$ cat config.mk
export PLATFORM = sky130hd
export DESIGN_NAME = pipelined_add_sub
export DESIGN_NICKNAME = d
export VERILOG_FILES = /design/src/rtl/adder_pkg.sv /design/src/rtl/add_chunk.sv /design/src/rtl/pipelined_add_sub.sv
export SDC_FILE = /design/constraint.sdc
export NUM_CORES = 1
export LEC_CHECK = 0
export BUFFER_PORTS_ARGS = -buffer_cell sky130_fd_sc_hd__buf_2
export CORE_MARGIN = 3
export CORE_UTILIZATION = 45
export CTS_BUF_LIST = sky130_fd_sc_hd__clkbuf_8
export DETAILED_ROUTE_END_ITERATION = 16
export HOLD_SLACK_MARGIN = 0.02
export SLEW_MARGIN = 25
export SYNTH_ARGS = -nofsm -noshare
export SYNTH_HDL_FRONTEND = slang
export SYNTH_HIERARCHICAL = 1
export SYNTH_SLANG_ARGS = --single-unit
$ cat constraint.sdc
create_clock -name clk -period 5.7 [get_ports clk]
set_clock_uncertainty 0.15 [all_clocks]
set_input_delay 0.57 -clock clk [delete_from_list [all_inputs] [get_ports clk]]
set_output_delay 0.57 -clock clk [all_outputs]
set_load 0.02 [all_outputs]
$ cat src/rtl/adder_pkg.sv
// Shared constants for the pipelined adder/subtractor.
//   WIDTH_DEF / STAGES_DEF : default operand width and pipeline depth
//   OP_ADD / OP_SUB        : encoding of the 'sub' input
//   chunk_width()          : bits handled by each pipeline stage
package adder_pkg;

    localparam int unsigned WIDTH_DEF  = 32;
    localparam int unsigned STAGES_DEF = 4;

    localparam logic OP_ADD = 1'b0;
    localparam logic OP_SUB = 1'b1;

    function automatic int unsigned chunk_width(int unsigned width, int unsigned stages);
        return width / stages;
    endfunction

endpackage

$ cat src/rtl/add_chunk.sv
// Combinational CW-bit add of one operand chunk with carry in/out.
//   a, b : chunk operands
//   ci   : carry from the previous chunk
//   s    : chunk sum
//   co   : carry into the next chunk
module add_chunk #(
    parameter int unsigned CW = 8
) (
    input  logic [CW-1:0] a,
    input  logic [CW-1:0] b,
    input  logic          ci,
    output logic [CW-1:0] s,
    output logic          co
);

    assign {co, s} = (CW+1)'(a) + (CW+1)'(b) + (CW+1)'(ci);

endmodule

$ cat src/rtl/pipelined_add_sub.sv
// Pipelined WIDTH-bit adder/subtractor, one CW-bit chunk per stage, with a
// valid/ready handshake on both sides and a whole-pipeline stall.
//   clk, rst_n          : clock, asynchronous active-low reset
//   in_valid / in_ready : input handshake (a, b, cin, sub)
//   out_valid/out_ready : output handshake (sum, cout, ovf)
//   sub                 : 0 = a + b + cin, 1 = a - b - cin (cin is borrow-in)
//   cout                : carry out of the top chunk (1 = no borrow on subtract)
//   ovf                 : two's-complement signed overflow
module pipelined_add_sub
    import adder_pkg::*;
#(
    parameter int unsigned WIDTH  = WIDTH_DEF,
    parameter int unsigned STAGES = STAGES_DEF
) (
    input  logic             clk,
    input  logic             rst_n,
    input  logic             in_valid,
    output logic             in_ready,
    input  logic [WIDTH-1:0] a,
    input  logic [WIDTH-1:0] b,
    input  logic             cin,
    input  logic             sub,
    output logic             out_valid,
    input  logic             out_ready,
    output logic [WIDTH-1:0] sum,
    output logic             cout,
    output logic             ovf
);

    localparam int unsigned CW = chunk_width(WIDTH, STAGES);

    if ((STAGES == 0) || (WIDTH < 8) || (WIDTH > 64) || ((WIDTH % STAGES) != 0)) begin : g_param_check
        $error("pipelined_add_sub: WIDTH must be 8..64 and a multiple of STAGES");
    end

    // Whole pipeline moves together; it only freezes when the result is stuck.
    logic advance;
    assign in_ready = out_ready | ~out_valid;
    assign advance  = in_ready;

    // Subtract folds into the adder as a + ~b + !cin; the inverted operand and
    // carry travel with the operation, so add and subtract can interleave freely.
    logic [WIDTH-1:0] b_eff;
    logic             cin_eff;

    always_comb begin
        b_eff   = b;
        cin_eff = cin;
        if (sub == OP_SUB) begin
            b_eff   = ~b;
            cin_eff = ~cin;
        end
    end

    for (genvar k = 0; k < STAGES; k++) begin : g_stage
        // Operands arrive pre-shifted so the chunk for this stage sits in the
        // low CW bits; finished result chunks enter from the top and shift down.
        logic [WIDTH-1:0] a_src;
        logic [WIDTH-1:0] b_src;
        logic [WIDTH-1:0] sum_src;
        logic             c_src;
        logic             v_src;
        logic [CW-1:0]    s_chunk;
        logic             co_chunk;

        logic             valid_d, valid_q;
        logic             carry_d, carry_q;
        logic [WIDTH-1:0] sum_d, sum_q;

        if (k == 0) begin : g_src
            assign a_src   = a;
            assign b_src   = b_eff;
            assign c_src   = cin_eff;
            assign v_src   = in_valid;
            assign sum_src = '0;
        end else begin : g_src
            assign a_src   = g_stage[k-1].g_fwd.a_q;
            assign b_src   = g_stage[k-1].g_fwd.b_q;
            assign c_src   = g_stage[k-1].carry_q;
            assign v_src   = g_stage[k-1].valid_q;
            assign sum_src = g_stage[k-1].sum_q;
        end

        add_chunk #(.CW(CW)) u_add_chunk (
            .a  (CW'(a_src)),
            .b  (CW'(b_src)),
            .ci (c_src),
            .s  (s_chunk),
            .co (co_chunk)
        );

        // Stage result: valid bit always follows, payload only loads for real ops.
        always_comb begin
            valid_d = valid_q;
            carry_d = carry_q;
            sum_d   = sum_q;
            if (advance) begin
                valid_d = v_src;
                if (v_src) begin
                    carry_d = co_chunk;
                    sum_d   = (sum_src >> CW) | (WIDTH'(s_chunk) << (WIDTH - CW));
                end
            end
        end

        always_ff @(posedge clk or negedge rst_n) begin
            if (!rst_n) begin
                valid_q <= 1'b0;
                carry_q <= 1'b0;
                sum_q   <= '0;
            end else begin
                valid_q <= valid_d;
                carry_q <= carry_d;
                sum_q   <= sum_d;
            end
        end

        if (k < STAGES - 1) begin : g_fwd
            // Skew registers for the operand chunks later stages still need.
            logic [WIDTH-1:0] a_d, a_q;
            logic [WIDTH-1:0] b_d, b_q;

            always_comb begin
                a_d = a_q;
                b_d = b_q;
                if (advance && v_src) begin
                    a_d = a_src >> CW;
                    b_d = b_src >> CW;
                end
            end

            always_ff @(posedge clk or negedge rst_n) begin
                if (!rst_n) begin
                    a_q <= '0;
                    b_q <= '0;
                end else begin
                    a_q <= a_d;
                    b_q <= b_d;
                end
            end
        end else begin : g_out
            // Signed overflow is decided by the top chunk's sign bits.
            logic ovf_d, ovf_q;

            always_comb begin
                ovf_d = ovf_q;
                if (advance && v_src) begin
                    ovf_d = (a_src[CW-1] == b_src[CW-1]) && (s_chunk[CW-1] != a_src[CW-1]);
                end
            end

            always_ff @(posedge clk or negedge rst_n) begin
                if (!rst_n) begin
                    ovf_q <= 1'b0;
                end else begin
                    ovf_q <= ovf_d;
                end
            end
        end
    end

    assign out_valid = g_stage[STAGES-1].valid_q;
    assign sum       = g_stage[STAGES-1].sum_q;
    assign cout      = g_stage[STAGES-1].carry_q;
    assign ovf       = g_stage[STAGES-1].g_out.ovf_q;

endmodule
Word-level counts from Yosys, hierarchy flattened
Index checks and enable logic that the tools add are counted.
{"block": "totals", "register_bits": 209, "word_cells": 47, "output_inout_bits": 36, "input_bits": 70}
{"block": "op_classes", "n_eq_ne": 2, "reduce_logical": 9, "muxes": 2, "bitwise_logic": 7, "add_sub_neg": 8}
{"op": "OR 24 x 32 -> 32 bit", "count": 3}
{"op": "adder 8 x 8 -> 9 bit", "count": 4}
{"op": "adder 9 x 1 -> 9 bit", "count": 4}
{"op": "two-way mux 32 bit", "count": 1}
{"op": "NOT 32 bit", "count": 1}
{"op": "AND reduction 2 bit", "count": 4}
{"op": "logical AND 1 bit", "count": 5}
{"op": "NOT 1 bit", "count": 2}
{"op": "== test 1 bit", "count": 1}
{"op": "two-way mux 1 bit", "count": 1}
{"op": "!= test 1 bit", "count": 1}
{"op": "OR 1 bit", "count": 1}

Depth between registers and ports, before layout
Gate-level depths: netlist of run 1.
{"block": "depth", "depth_word": 4, "mapped_depth": 9, "depth_no_buf": 8}

By module
Netlist of run 1, hierarchy kept.
{"module": "pipelined_add_sub", "seq_area_each_um2": 4629.4, "cells_per_inst": 466, "instances": 1, "area_each_um2": 7201.9}
{"module": "add_chunk at g_stage[0].u_add_chunk ...", "seq_area_each_um2": 0.0, "cells_per_inst": 40, "instances": 3, "area_each_um2": 331.6}
{"module": "add_chunk at g_stage[2].u_add_chunk", "seq_area_each_um2": 0.0, "cells_per_inst": 42, "instances": 1, "area_each_um2": 331.6}

Worst setup path after synthesis of run 1
Ideal clock, no wire load.
{"block": "synth_path", "path_type": "input port to flip-flop", "start": "in sub", "end": "reg g_stage[0].carry_q", "arrival_time_ns": 2.582, "path_slack_ns": 2.844, "n_path_buf": 2, "required_ns": 5.425, "setup_time_ns": 0.125, "cell_stages": 9, "path_cell_list": "buf_2 buf_2 xor2_1 fa_1 fa_1 a21oi_1 o21a_1 o21ai_0 mux2_2"}
{"block": "synth_via", "elab_chain_cells": 3, "elab_cells_between_ends": 4, "cone_classes": "add/sub (2); mux (2)"}
{"item": "start: declaration", "line_no": "pipelined_add_sub.sv:22", "text": "input logic sub,"}
{"item": "two-way mux 32 bit", "line_no": "pipelined_add_sub.sv:49", "text": "if (sub == OP_SUB) begin"}
{"item": "named net b_eff[0]", "line_no": "pipelined_add_sub.sv:43", "text": "logic [WIDTH-1:0] b_eff;"}
{"item": "adder 8 x 8 -> 9 bit", "line_no": "add_chunk.sv:16", "text": "assign {co, s} = (CW+1)'(a) + (CW+1)'(b) + (CW+1)'(ci);"}
{"item": "adder 9 x 1 -> 9 bit", "line_no": "add_chunk.sv:16"}
{"item": "named net g_stage[0].co_chunk", "line_no": "pipelined_add_sub.sv:64", "text": "logic co_chunk;"}
{"item": "end signal: assignment", "line_no": "pipelined_add_sub.sv:113", "text": "carry_q <= carry_d;"}
{"item": "end: declaration", "line_no": "pipelined_add_sub.sv:67", "text": "logic carry_d, carry_q;"}
The timed path passes the listed nets, and every way through them passes these cells.
A chain may end at the register's enable or synchronous reset.

Worst setup path after layout of run 1
{"block": "layout_path", "start": "in sub", "end": "reg g_stage[0].sum_q[28]"}
{"block": "layout_via", "elab_chain_cells": 3, "elab_cells_between_ends": 4, "cone_classes": "add/sub (2); mux (2)"}
{"item": "two-way mux 32 bit", "line_no": "pipelined_add_sub.sv:49"}
{"item": "named net b_eff[0]", "line_no": "pipelined_add_sub.sv:43"}
{"item": "adder 8 x 8 -> 9 bit", "line_no": "add_chunk.sv:16"}
{"item": "adder 9 x 1 -> 9 bit", "line_no": "add_chunk.sv:16"}
{"item": "named net g_stage[0].s_chunk[4]", "line_no": "pipelined_add_sub.sv:63", "text": "logic [CW-1:0] s_chunk;"}
{"item": "end signal: assignment", "line_no": "pipelined_add_sub.sv:114", "text": "sum_q <= sum_d;"}
{"item": "end: declaration", "line_no": "pipelined_add_sub.sv:68", "text": "logic [WIDTH-1:0] sum_d, sum_q;"}
The timed path passes the listed nets, and every way through them passes these cells.

==> metrics.md, run 1 <==
| Metric | Value |
|---|---|
| Outcome | `completed` |
| First-pass GRT wire length | `26.6 mm` |
| Synthesis warning total | `6` |
| Design Power | `5580 uW` |
| Total Routing Usage GR | `0.163` |
| Post-DR wirelength/cell | `16.5 um` |
| Final count of hold timing violations | `0` |
| Area leader, netlist | `dfrtp_1` |
| Gr ovfl total | `0` |
| Seq/Total Area, Yosys | `0.543` |
| Routed vias | `about 5,100` |
| WL final | `16.0 mm` |
| RSZ-0062 raised after global routing | `no` |
| CP endpoint kind | `flip-flop` |
| Worst vdd ir | `0.207 mV` |
| Max_cap viols | `0` |
| CP arrival | `2.95 ns` |
| CTS HTree Levels | `4` |
| Initial Util | `0.467` |
| Drt pass-1 iters | `4` |
| Port Buffer Count | `105` |
| Antenna Nets Post-Route | `0` |
| Tcrit/Tclk final | `0.485` |
| Final Net Count | `~830` |
| FFs w/ async S/R, synth | `1.00` |
| Initial antenna violation count | `0` |
| Reg2reg start | `g_stage[1].g_fwd.a_q[0]$_DFFE_PN0P_` |
| Cell Chain, Critical Path | `buf_2 -> buf_4 -> xor2_1 -> fa_1 -> fa_1 -> a21oi_1 -> o21bai_1 -> xor2_1 -> mux2_2` |
| # setup viols final | `0` |
| DRC Markers | `0` |
| Slowest CP cell | `fa_1` |
| Setup TNS | `0 ns` |
| Kind of critical path | `in -> reg` |
| Via density | `around 5.3` |
| Post-Syn Instances | `around 630` |
| I/O pin count | `around 110` |
| Slew of the pin with the lowest slew margin | `a little under 0.9 ns` |
| Root Driver | `clkbuf_8` |
| Clock Latency Late Sink | `0.45 ns` |
| CTS tree | `done` |
| Vias in the first global route | `~5,400` |
| Largest net degree at the start of global routing | `100` |
| Placeable core area | `~0.018 mm^2` |
| DP Cell Count | `938` |
| Delay of the slowest critical-path stage | `0.46 ns` |
| Worst path required time | `5.88 ns` |
| Worst-path fanout max | `33` |
| Number of flops mapped to enable cells by yosys | `0` |
| Post-cts sizing count | `0` |
| Layout cells sized above 1 | `0.420` |
| PD cells | `between 500 and 600 mW/mm^2` |
| Post-CTS Hold Buffers | `0` |
| Yosys reg bits | `185` |
| Synth area leaders | `dfrtp_1 (54%), mux2_2 (20%), ha_1 (4.1%), a21oi_1 (3.8%), xnor2_1 (3.3%)` |
| DP HPWL | `about 11 mm` |
| Die Ht | `144 um` |
| Crit path from | `sub` |
| Worst setup margin | `2.94 ns` |
| Top FF cell, synth | `dfrtp_1` |
| TritonCTS Buffers | `17` |
| Clock Path Buffers | `2` |
| Diodes inserted | `0` |
| Total Die Area | `0.0206 mm^2` |
| Die X | `144 um` |
| Relative slew slack | `0.405` |
| Fin crit period | `2.76 ns` |
| Cell Area, Synth | `0.00853 mm^2` |
| Synthesized Nets | `about 730` |
| Post-CTS Setup Bufs | `0` |
| Max Slew Vio Count | `0` |
| Core Util, Final | `0.525` |
| P_leak | `0.00420 uW` |
| HP Class | `in -> async` |
| CTS Sinks | `185` |
| WP buf/inv | `2` |
| Avg Inst Size Synth | `~14 um^2` |
| Clk slew on worst S/H paths | `0.09 ns` |
| Post-synth top area share | `0.543` |
| Worst setup SP type | `primary input` |
| Family with the most delay on the worst path | `adder cells` |
| Syn-to-layout area delta | `12.4%` |
| First-iteration detailed-routing DRC count | `218` |
| Placement Setup Slack | `about 2.5 ns` |
| FP Rows | `49` |
| Non-Filler Instances | `970` |
| Max Fclk | `0.362 GHz` |
| Routability cong. | `0.813` |
| Post-synth cell types | `37` |
## state kept, by name, summed over array words and instances, names as in the netlist
name / cells
g_stage.g_fwd.b_q: 48
ovf: 1
sum: 32
g_stage.g_fwd.a_q: 48
g_stage.valid_q: 3
out_valid: 1
g_stage.carry_q: 3
g_stage.sum_q: 48
cout: 1
## worst reg2reg max path, cell delays in order (launching register included)
cell	delay [ns]
dfrtp_1	0.41
fa_1	0.47
fa_1	0.42
a21oi_1	0.22
nor2_1	0.08
nor2_1	0.16
o21ai_0	0.14
mux2_2	0.28
## layout by cell type (no fill, tap or decap), types with 4 or more instances in the layout
master,netlist,layout
dfrtp_1,185,185
mux2_2,154,154
buf_2,16,104
a21oi_1,65,65
xnor2_1,32,32
ha_1,28,28
clkbuf_8,0,19
xor2_1,17,17
inv_1,10,13
nand2_1,14,12
nand3_1,8,8
a21o_1,8,8
a311o_1,8,8
fa_1,8,8
o21ai_0,6,6
clkinvlp_4,0,5
nor2b_1,5,5
nor3_1,5,5
buf_4,3,5
mux2_4,4,4
nand2b_1,4,4
inv_2,4,4
nor4_1,4,4
o21bai_1,4,4
## power breakdown
group	internal [uW]	total, uW	leakage, uW	switching (uW)
clock	364	814	0.000184	450
combinational	1290	2510	0.00188	1220
sequential	1920	2260	0.00214	333
total	3580	5580	0.00420	2010
## cell usage after synthesis (all sizes together) (8+ instances only)
cell	instances
buf	24
mux2	158
a311o	8
a21oi	68
inv	14
nand2	14
fa	8
nand3	8
dfrtp	185
ha	28
a21o	8
xnor2	32
xor2	17
## per-layer routing
layer,up-vias,GRT usage,routed length (um)
met5,-,0,0
met4,0,0.0372,126
met3,10,0.0403,535
met2,72,0.280,8100
met1,2622,0.209,7280
li1,2438,-,-
## path summary, 6_finish.rpt
| check | endpoint | slack (ns) | cells after the start |
|---|---|---|---|
| worst max-delay path | g_stage[0].sum_q[28]$_DFFE_PN0P_ | 2.94 | 9 |
| worst min-delay path | g_stage[2].sum_q[8]$_DFFE_PN0P_ | 0.05 | 1 |
| worst max register to register | g_stage[2].carry_q$_DFFE_PN0P_ | 3.26 | 7 |
| worst min register to register | out_valid$_DFFE_PN0P_ | 0.32 | 2 |
| max in group asynchronous | g_stage[2].sum_q[15]$_DFFE_PN0P_ | 3.98 | 2 |
| min in group clk | g_stage[0].g_fwd.a_q[5]$_DFFE_PN0P_ | 0.20 | 2 |
## cell type report
type / instances / area [um^2]
timing repair buffer: 110 / 569
multi-input combinational: 400 / 3680
clock inverter: 13 / 106
fill: 1607 / 8690
clock buffer: 19 / 262
sequential: 185 / 4630
inverter: 14 / 52.6
tap: 229 / 287
## kinds of logic after synthesis
kind of cell | count (synthesis) | synth area share
xor gates and xnor gates | 49 | 0.0503
DFF | 185 | 0.543
AOI/OAI and AO/OA | 106 | 0.0767
adders and majority gates | 36 | 0.0599
and+or+nand+nor | 50 | 0.0317
muxes | 159 | 0.212
buffers and inverters | 43 | 0.0270
## through the flow
stage,cell area [um^2],hold WS [ns]
2_1_floorplan,8530,0.124
3_3_place_gp,9210,0.298
3_5_place_dp,9220,0.303
4_1_cts,9580,0.0867
5_1_grt,9580,0.0945
6_report,9580,0.0537
Power figures use the tool's default switching activity.
==> run 2: changes to the inputs <==
- ABC_AREA: not set -> 1
- clock period: 5.7 -> 2.6 ns (I/O delays scaled with it)
==> run 2 against run 1 <==
Effect of this change:
- worst hold slack better by 0.037 ns
- total power up 110%
- clock power rose to 2.6 times the previous value
- area after synthesis up 6.9%
- largest power group is now sequential cells
==> metrics.md, run 2 <==
| Metric | Value |
|---|---|
| Synthesized Nets | `1,251 (was 734)` |
| Routed vias | `7,114 (was 5,142)` |
| Non-Filler Instances | `1,556 (was 970)` |
| Fin crit period | `2.26 ns` |
| Worst setup margin | `0.344 ns (was 2.94 ns)` |
| Largest net degree at the start of global routing | `59 (was 100)` |
| TritonCTS Buffers | `17 (unchanged)` |
| Kind of critical path | `in -> out (was in -> reg)` |
| Placement Setup Slack | `0.314 ns (was 2.46 ns)` |
| Clock Power Share | `0.182 (was 0.146)` |
| Max Fclk | `0.443 GHz` |
| Design Power | `11,500 uW (was 5580 uW)` |
| Post-DR wirelength/cell | `12.7 um (was 16.5 um)` |
| Commonest non-fill, non-tap cell in the layout | `nand2_1 (was dfrtp_1)` |
| Gr ovfl total | `0 (unchanged)` |
| WP buf/inv | `5 (was 2)` |
| Placeable core area | `0.0197 mm^2 (was 0.0183 mm^2)` |
| Area leader, netlist | `dfrtp_1 (unchanged)` |
| Family with the most delay on the worst path | `buffers and inverters (was adder cells)` |
| RSZ-0062 raised after global routing | `no (unchanged)` |
| Total Routing Usage GR | `0.190 (was 0.163)` |
| DP HPWL | `13.2 mm (was 11.1 mm)` |
| Routability cong. | `0.786 (was 0.813)` |
| Post-CTS Setup Bufs | `0 (unchanged)` |
| Setup TNS | `0 ns (unchanged)` |
| Cell Area, Synth | `0.00911 mm^2 (was 0.00853 mm^2)` |
| Vias in the first global route | `6,849 (was 5,396)` |
| Worst vdd ir | `0.394 mV (was 0.207 mV)` |
| Worst hold margin | `0.0912 ns (was 0.0537 ns)` |
| First-pass GRT wire length | `34.0 mm (was 26.6 mm)` |
| CP endpoint kind | `output port (was flip-flop)` |
| Internal Pwr Total | `6870 uW (was 3580 uW)` |
| Synthesis warning total | `6 (unchanged)` |
| Seq pwr share | `0.410 (was 0.404)` |
| I/O pin count | `106 (unchanged)` |
| WL final | `19.8 mm (was 16.0 mm)` |
| DRC Markers | `0 (unchanged)` |
| Slew of the pin with the lowest slew margin | `0.770 ns (was 0.893 ns)` |
| Yosys reg bits | `185 (unchanged)` |
| Comb power frac | `0.408 (was 0.450)` |
| Via density | `4.57 (was 5.30)` |
| Avg Inst Size Synth | `7.96 um^2 (was 13.6 um^2)` |
| # setup viols final | `0 (unchanged)` |
| First-iteration detailed-routing DRC count | `414 (was 218)` |
| Regs by FF count | `g_stage.g_fwd.a_q: 48 flops, g_stage.g_fwd.b_q: 48 flops, g_stage.sum_q: 48 flops (unchanged)` |
| Post-synth top area share | `0.508 (was 0.543)` |
| Port Buffer Count | `105 (unchanged)` |
| Diodes inserted | `0 (unchanged)` |
| Number of flops mapped to enable cells by yosys | `0 (unchanged)` |
| Cell mode on critical path | `buf_2` |
| CTS Sinks | `185 (unchanged)` |
| Slowest CP cell | `dlygate4sd3_1 (was fa_1)` |
| Relative slew slack | `0.486 (was 0.405)` |
| PD cells | `1070 mW/mm^2 (was 583 mW/mm^2)` |
| Max_cap viols | `0 (unchanged)` |
| Total Die Area | `0.0220 mm^2 (was 0.0206 mm^2)` |
| CTS HTree Levels | `4 (unchanged)` |
| Final Net Count | `1,386 (was 834)` |
| Antenna Nets Post-Route | `0 (unchanged)` |
| Commonest cells post-synth | `nand2_1 (623), dfrtp_1 (185), nand3_1 (104), inv_1 (59), buf_2 (33) (was dfrtp_1 (185), mux2_2 (154), a21oi_1 (65), xnor2_1 (32), ha_1 (28))` |
| Root Driver | `clkbuf_8 (unchanged)` |
| Outcome | `completed (unchanged)` |
| Syn-to-layout area delta | `18.2% (was 12.4%)` |
| HP Class | `in -> reg (was in -> async)` |
| Cell Chain, Critical Path | `dlygate4sd3_1 -> buf_2 -> inv_2 -> nand2_4 -> buf_4 -> buf_2 (was buf_2 -> buf_4 -> xor2_1 -> fa_1 -> fa_1 -> a21oi_1 -> o21bai_1 -> xor2_1 -> mux2_2)` |
| Clk slew on worst S/H paths | `0.08 ns (was 0.09 ns)` |
| Delay of the slowest critical-path stage | `0.53 ns (was 0.46 ns)` |
| Post-Syn Instances | `1,145 (was 628)` |
| Layout cells sized above 1 | `0.142 (was 0.420)` |
| Switching share of total power | `0.402 (was 0.359)` |
| Tcrit/Tclk final | `0.868` |
| Worst path required time | `2.19 ns (was 5.88 ns)` |
| Clock Latency Late Sink | `0.45 ns (about the same)` |
| FP Rows | `51 (was 49)` |
| P_sw | `4610 uW (was 2010 uW)` |
| Final count of hold timing violations | `0 (unchanged)` |
| Die X | `148 um (was 144 um)` |
| Initial antenna violation count | `0 (unchanged)` |
| Max Slew Vio Count | `0 (unchanged)` |
| Initial Util | `0.464 (was 0.467)` |
| Clock Path Buffers | `2 (unchanged)` |
| Post-synth cell types | `25 (was 37)` |
| CP arrival | `1.85 ns (was 2.95 ns)` |
| Synth area leaders | `dfrtp_1 (51%), nand2_1 (26%), nand3_1 (5.7%), ha_1 (3.8%), inv_1 (2.4%) (was dfrtp_1 (54%), mux2_2 (20%), ha_1 (4.1%), a21oi_1 (3.8%), xnor2_1 (3.3%))` |
| Count leader, synth | `nand2_1 (was dfrtp_1)` |
| CTS tree | `done (unchanged)` |
| Top FF cell, synth | `dfrtp_1 (unchanged)` |
| Drt pass-1 iters | `4 (unchanged)` |
| Commonest cells after routing, fill and taps aside | `nand2_1 (623), dfrtp_1 (185), nand3_1 (104), buf_2 (104), inv_1 (60) (was dfrtp_1 (185), mux2_2 (154), buf_2 (104))` |
| DP Cell Count | `1,476 (was 938)` |
| P_leak | `0.00626 uW (was 0.00420 uW)` |
| Seq/Total Area, Yosys | `0.508 (was 0.543)` |
| Die Ht | `148 um (was 144 um)` |
| FFs w/ async S/R, synth | `1.00 (unchanged)` |
| Worst setup SP type | `primary input (unchanged)` |
| Worst-path fanout max | `29 (was 33)` |
[run 2: cell count changes in the layout (fill, tap and decap cells not counted), sizes merged, moves of 8 or more]
cell and delta:
a21o -8, nand3 +100, xnor2 -25, a21oi -56, dlygate4sd3 +50, buf +10, a311o -8, nor2 +11
inv +49, mux2 -158, nand2 +621
[run 2: logic make-up (layout without fill, tap and decap cells)]
group,count (synthesis),after routing,share of synthesized area
flip-flops,185,185,0.508
adder cells (fa/ha/maj),36,36,0.0560
AND/OR/NAND/NOR,770,770,0.350
buffers and inverters,119,265,0.0581
XOR/XNOR,21,21,0.0202
AO/OA/AOI/OAI,14,14,0.00769
[run 2: final cells by class]
class                           count  area (um^2)
Clock buffer                       19          262
Sequential cell                   185         4630
Inverter                           65          244
Tap cell                          265          332
Fill cell                        1951         8880
Multi-Input combinational cell    841         3950
Clock inverter                     11          171
Timing Repair Buffer              170         1180
[run 2: worst reg2reg max path, delay by kind of cell (launching register included)]
kind | cells | cell delay [ns]
flops | 1 | 0.42
simple gates | 8 | 0.57
fa+ha+maj | 2 | 0.89
[run 2: power groups by stage]
stage / Sequential, uW / Clock, uW / Combinational, uW
global route: 4850 / 2270 / 5420
detailed placement: 4760 / 0 / 4670
CTS: 4710 / 2160 / 4750
global placement: 4740 / 0 / 4600
floorplan: 4850 / 0 / 3340
finish: 4700 / 2090 / 4690
[run 2: through the flow]
step                      utilization  cell area (um^2)
after floorplan                     -              9110
after global placement          0.501              9840
after detailed placement        0.501              9840
after CTS                       0.548             10800
after global routing            0.548             10800
final                           0.548             10800
[run 2: worst paths after layout]
check,startpoint,endpoint,slack (ns),depth (start not counted)
max reg2reg,g_stage[1].g_fwd.a_q[0]$_DFFE_PN0P_,g_stage[2].carry_q$_DFFE_PN0P_,0.48,10
min in group asynchronous,rst_n,sum[25]$_DFFE_PN0P_,0.14,2
min reg2reg,g_stage[2].sum_q[26]$_DFFE_PN0P_,sum[18]$_DFFE_PN0P_,0.32,2
min,a[0],g_stage[0].sum_q[24]$_DFFE_PN0P_,0.09,4
max,out_ready,in_ready,0.34,6
max in group asynchronous,rst_n,g_stage[2].sum_q[20]$_DFFE_PN0P_,1.49,3
[run 2: repair_timing]
item | CTS | global route
hold endpoints to repair | 198 | 0
gates resized for setup | 0 | 0
hold buffers | 50 | 0
[run 2: metal layers]
metal | global-route usage | part of all wire | up-vias
met5 | 0 | 0 | -
met4 | 0.0462 | 0.0065 | 0
met3 | 0.0344 | 0.033 | 12
met2 | 0.276 | 0.42 | 120
met1 | 0.297 | 0.54 | 3186
li1 | - | - | 3796
==> run 3: changes to the inputs <==
- CORE_UTILIZATION: 45 -> 60
- PLACE_DENSITY: not set -> 0.82
==> run 3 against run 2 <==
Effect of this change:
- core utilization up 18 points
- worst hold slack worse by 0.026 ns
- final cell count fell by 5.1%
- global-route usage increased by 6.1 points
- wire length shrank 0.67%
- worst setup slack got worse by 0.020 ns
- via count rose by 5.0%
- clock power is essentially flat
- clock-buffer cell count decreased by 1
- critical path depth decreased by 3
- sequential share of layout area increased by 0.40 points
- flip-flop and latch count unchanged
- critical path type is now reg -> out
- largest power group unchanged
==> metrics.md, run 3 (same netlist as run 2, synthesis figures left out) <==
| Metric | Value |
|---|---|
| Root Driver | `clkbuf_8 (unchanged)` |
| Gr ovfl total | `0 (unchanged)` |
| Max_cap viols | `0 (unchanged)` |
| CP arrival | `1.87 ns (was 1.85 ns)` |
| Via density | `5.06 (was 4.57)` |
| Antenna Nets Post-Route | `0 (unchanged)` |
| Syn-to-layout area delta | `17.1% (was 18.2%)` |
| CTS HTree Levels | `4 (unchanged)` |
| Fillcell total | `1,071 (was 1,951)` |
| HP Class | `in -> reg (unchanged)` |
| DP HPWL | `12.7 mm (was 13.2 mm)` |
| Relative slew slack | `0.496 (was 0.486)` |
| First-pass GRT wire length | `33.7 mm (was 34.0 mm)` |
| Post-DR wirelength/cell | `13.3 um (was 12.7 um)` |
| Post-cts sizing count | `0 (unchanged)` |
| Initial Util | `0.620 (was 0.464)` |
| Slew of the pin with the lowest slew margin | `0.756 ns (was 0.770 ns)` |
| RSZ-0062 raised after global routing | `no (unchanged)` |
| Clk slew on worst S/H paths | `0.09 ns (was 0.08 ns)` |
| TritonCTS Buffers | `17 (unchanged)` |
| Worst setup SP type | `flip-flop (was primary input)` |
| Die X | `129 um (was 148 um)` |
| Regs by FF count | `g_stage.g_fwd.a_q: 48 flops, g_stage.g_fwd.b_q: 48 flops, g_stage.sum_q: 48 flops (unchanged)` |
| Outcome | `completed (unchanged)` |
| Max Fclk | `0.439 GHz (was 0.443 GHz)` |
| Fin crit period | `2.28 ns (was 2.26 ns)` |
| Commonest cells after routing, fill and taps aside | `nand2_1 (623), dfrtp_1 (185), nand3_1 (104), buf_2 (104), inv_1 (59) (was nand2_1 (623), dfrtp_1 (185), nand3_1 (104), buf_2 (104), inv_1 (60))` |
| Max Slew Vio Count | `0 (unchanged)` |
| Multi-input gate area | `0.00395 mm^2 (unchanged)` |
| Worst vdd ir | `0.478 mV (was 0.394 mV)` |
| Largest net degree at the start of global routing | `71 (was 59)` |
| Layout cells sized above 1 | `0.143 (was 0.142)` |
| Finished Cell Area | `0.0107 mm^2 (was 0.0108 mm^2)` |
| Clock Path Buffers | `2 (unchanged)` |
| Worst-path fanout max | `34 (was 29)` |
| Initial antenna violation count | `0 (unchanged)` |
| Sequential Area | `0.00463 mm^2 (unchanged)` |
| Die Ht | `129 um (was 148 um)` |
| Routability cong. | `0.837 (was 0.786)` |
| Clock Latency Late Sink | `0.48 ns (was 0.45 ns)` |
| Drt pass-1 iters | `5 (was 4)` |
| Kind of critical path | `reg -> out (was in -> out)` |
| Setup TNS | `0 ns (unchanged)` |
| DRC Markers | `0 (unchanged)` |
| Final count of hold timing violations | `0 (unchanged)` |
| Placed cell area | `0.00973 mm^2 (was 0.00984 mm^2)` |
| WL final | `19.7 mm (was 19.8 mm)` |
| Routed vias | `7,473 (was 7,114)` |
| CTS Sinks | `185 (unchanged)` |
| First-iteration detailed-routing DRC count | `516 (was 414)` |
| Total Die Area | `0.0167 mm^2 (was 0.0220 mm^2)` |
| Total Routing Usage GR | `0.251 (was 0.190)` |
| I/O pin count | `106 (unchanged)` |
| PD cells | `1080 mW/mm^2 (was 1070 mW/mm^2)` |
| # setup viols final | `0 (unchanged)` |
| Commonest non-fill, non-tap cell in the layout | `nand2_1 (unchanged)` |
| FP Rows | `44 (was 51)` |
| Vias in the first global route | `7,032 (was 6,849)` |
| CTS tree | `done (unchanged)` |
| Port Buffer Count | `105 (unchanged)` |
| CP endpoint kind | `output port (unchanged)` |
| Diodes inserted | `0 (unchanged)` |
| P_leak | `0.00625 uW (was 0.00626 uW)` |
| Final Net Count | `1,385 (was 1,386)` |
| Placeable core area | `0.0147 mm^2 (was 0.0197 mm^2)` |
| Worst path required time | `2.19 ns (about the same)` |
| Tcrit/Tclk final | `0.875 (was 0.868)` |
[run 3: changes by cell type in the layout (fill, tap and decap cells not counted)]
cell / change
clkinvlp_4: +2
inv_8: +1
buf_4: -1
clkinv_2: +2
clkinv_4: -1
clkbuf_8: -1
inv_1: -1
[run 3: path summary, 6_finish.rpt]
kind	startpoint	to	slack (ns)	depth (start not counted)
max reg2reg	g_stage[0].g_fwd.a_q[0]$_DFFE_PN0P_	g_stage[1].sum_q[30]$_DFFE_PN0P_	0.47	10
min reg2reg	g_stage[2].sum_q[16]$_DFFE_PN0P_	sum[8]$_DFFE_PN0P_	0.33	2
min in group asynchronous	rst_n	sum[25]$_DFFE_PN0P_	0.20	2
max	out_valid$_DFFE_PN0P_	in_ready	0.32	3
min	a[7]	g_stage[0].carry_q$_DFFE_PN0P_	0.06	6
max in group asynchronous	rst_n	g_stage[0].g_fwd.a_q[6]$_DFFE_PN0P_	1.37	3
[run 3: routing by layer]
| metal | up-vias | GRT usage | routed length [um] |
|---|---|---|---|
| met5 | - | 0 | 0 |
| met4 | 0 | 0.0729 | 320 |
| met3 | 32 | 0.0519 | 1070 |
| met2 | 212 | 0.384 | 8940 |
| met1 | 3440 | 0.367 | 9330 |
| li1 | 3789 | - | - |
[run 3: worst max-delay path, cell delays in order, from the launching register on]
cell and delay (ns):
dfrtp_1 0.45, nand2_4 0.32, buf_4 0.39, buf_2 0.23
[run 3: layout make-up]
type,count,share of cell area
repair buffers,169,0.110
multi-input cells,841,0.370
well taps,184,0.0216
inverters,65,0.0229
flip-flops and latches,185,0.434
clock inverters,14,0.0183
clock buffers,18,0.0232
[run 3: report_power, final]
group / switching, uW / total (uW) / internal (uW)
clock: 1030 / 2110 / 1080
combinational: 2950 / 4710 / 1760
sequential: 694 / 4710 / 4020
total: 4680 / 11500 / 6860
[run 3: repair_timing]
item | in CTS | in global routing
endpoints found under the hold margin | 117 | 0
setup buffers | 0 | 0
setup endpoints to repair | 0 | 0
hold buffers | 50 | 0
[run 3: through the flow]
| stage | util | hold WS, ns | power, uW | instances | worst slack (ns) |
|---|---|---|---|---|---|
| 5_1_grt | 0.726 | 0.0563 | 12500 | 1476 | 0.217 |
| 6_report | 0.726 | 0.0649 | 11500 | 1476 | 0.324 |
| 3_3_place_gp | 0.662 | 0.162 | 9180 | 1394 | 0.385 |
| 3_5_place_dp | 0.662 | 0.163 | 9370 | 1394 | 0.313 |
| 4_1_cts | 0.726 | 0.0412 | 11600 | 1476 | 0.298 |
| 2_1_floorplan | - | -0.186 | 8200 | 1145 | 0.267 |
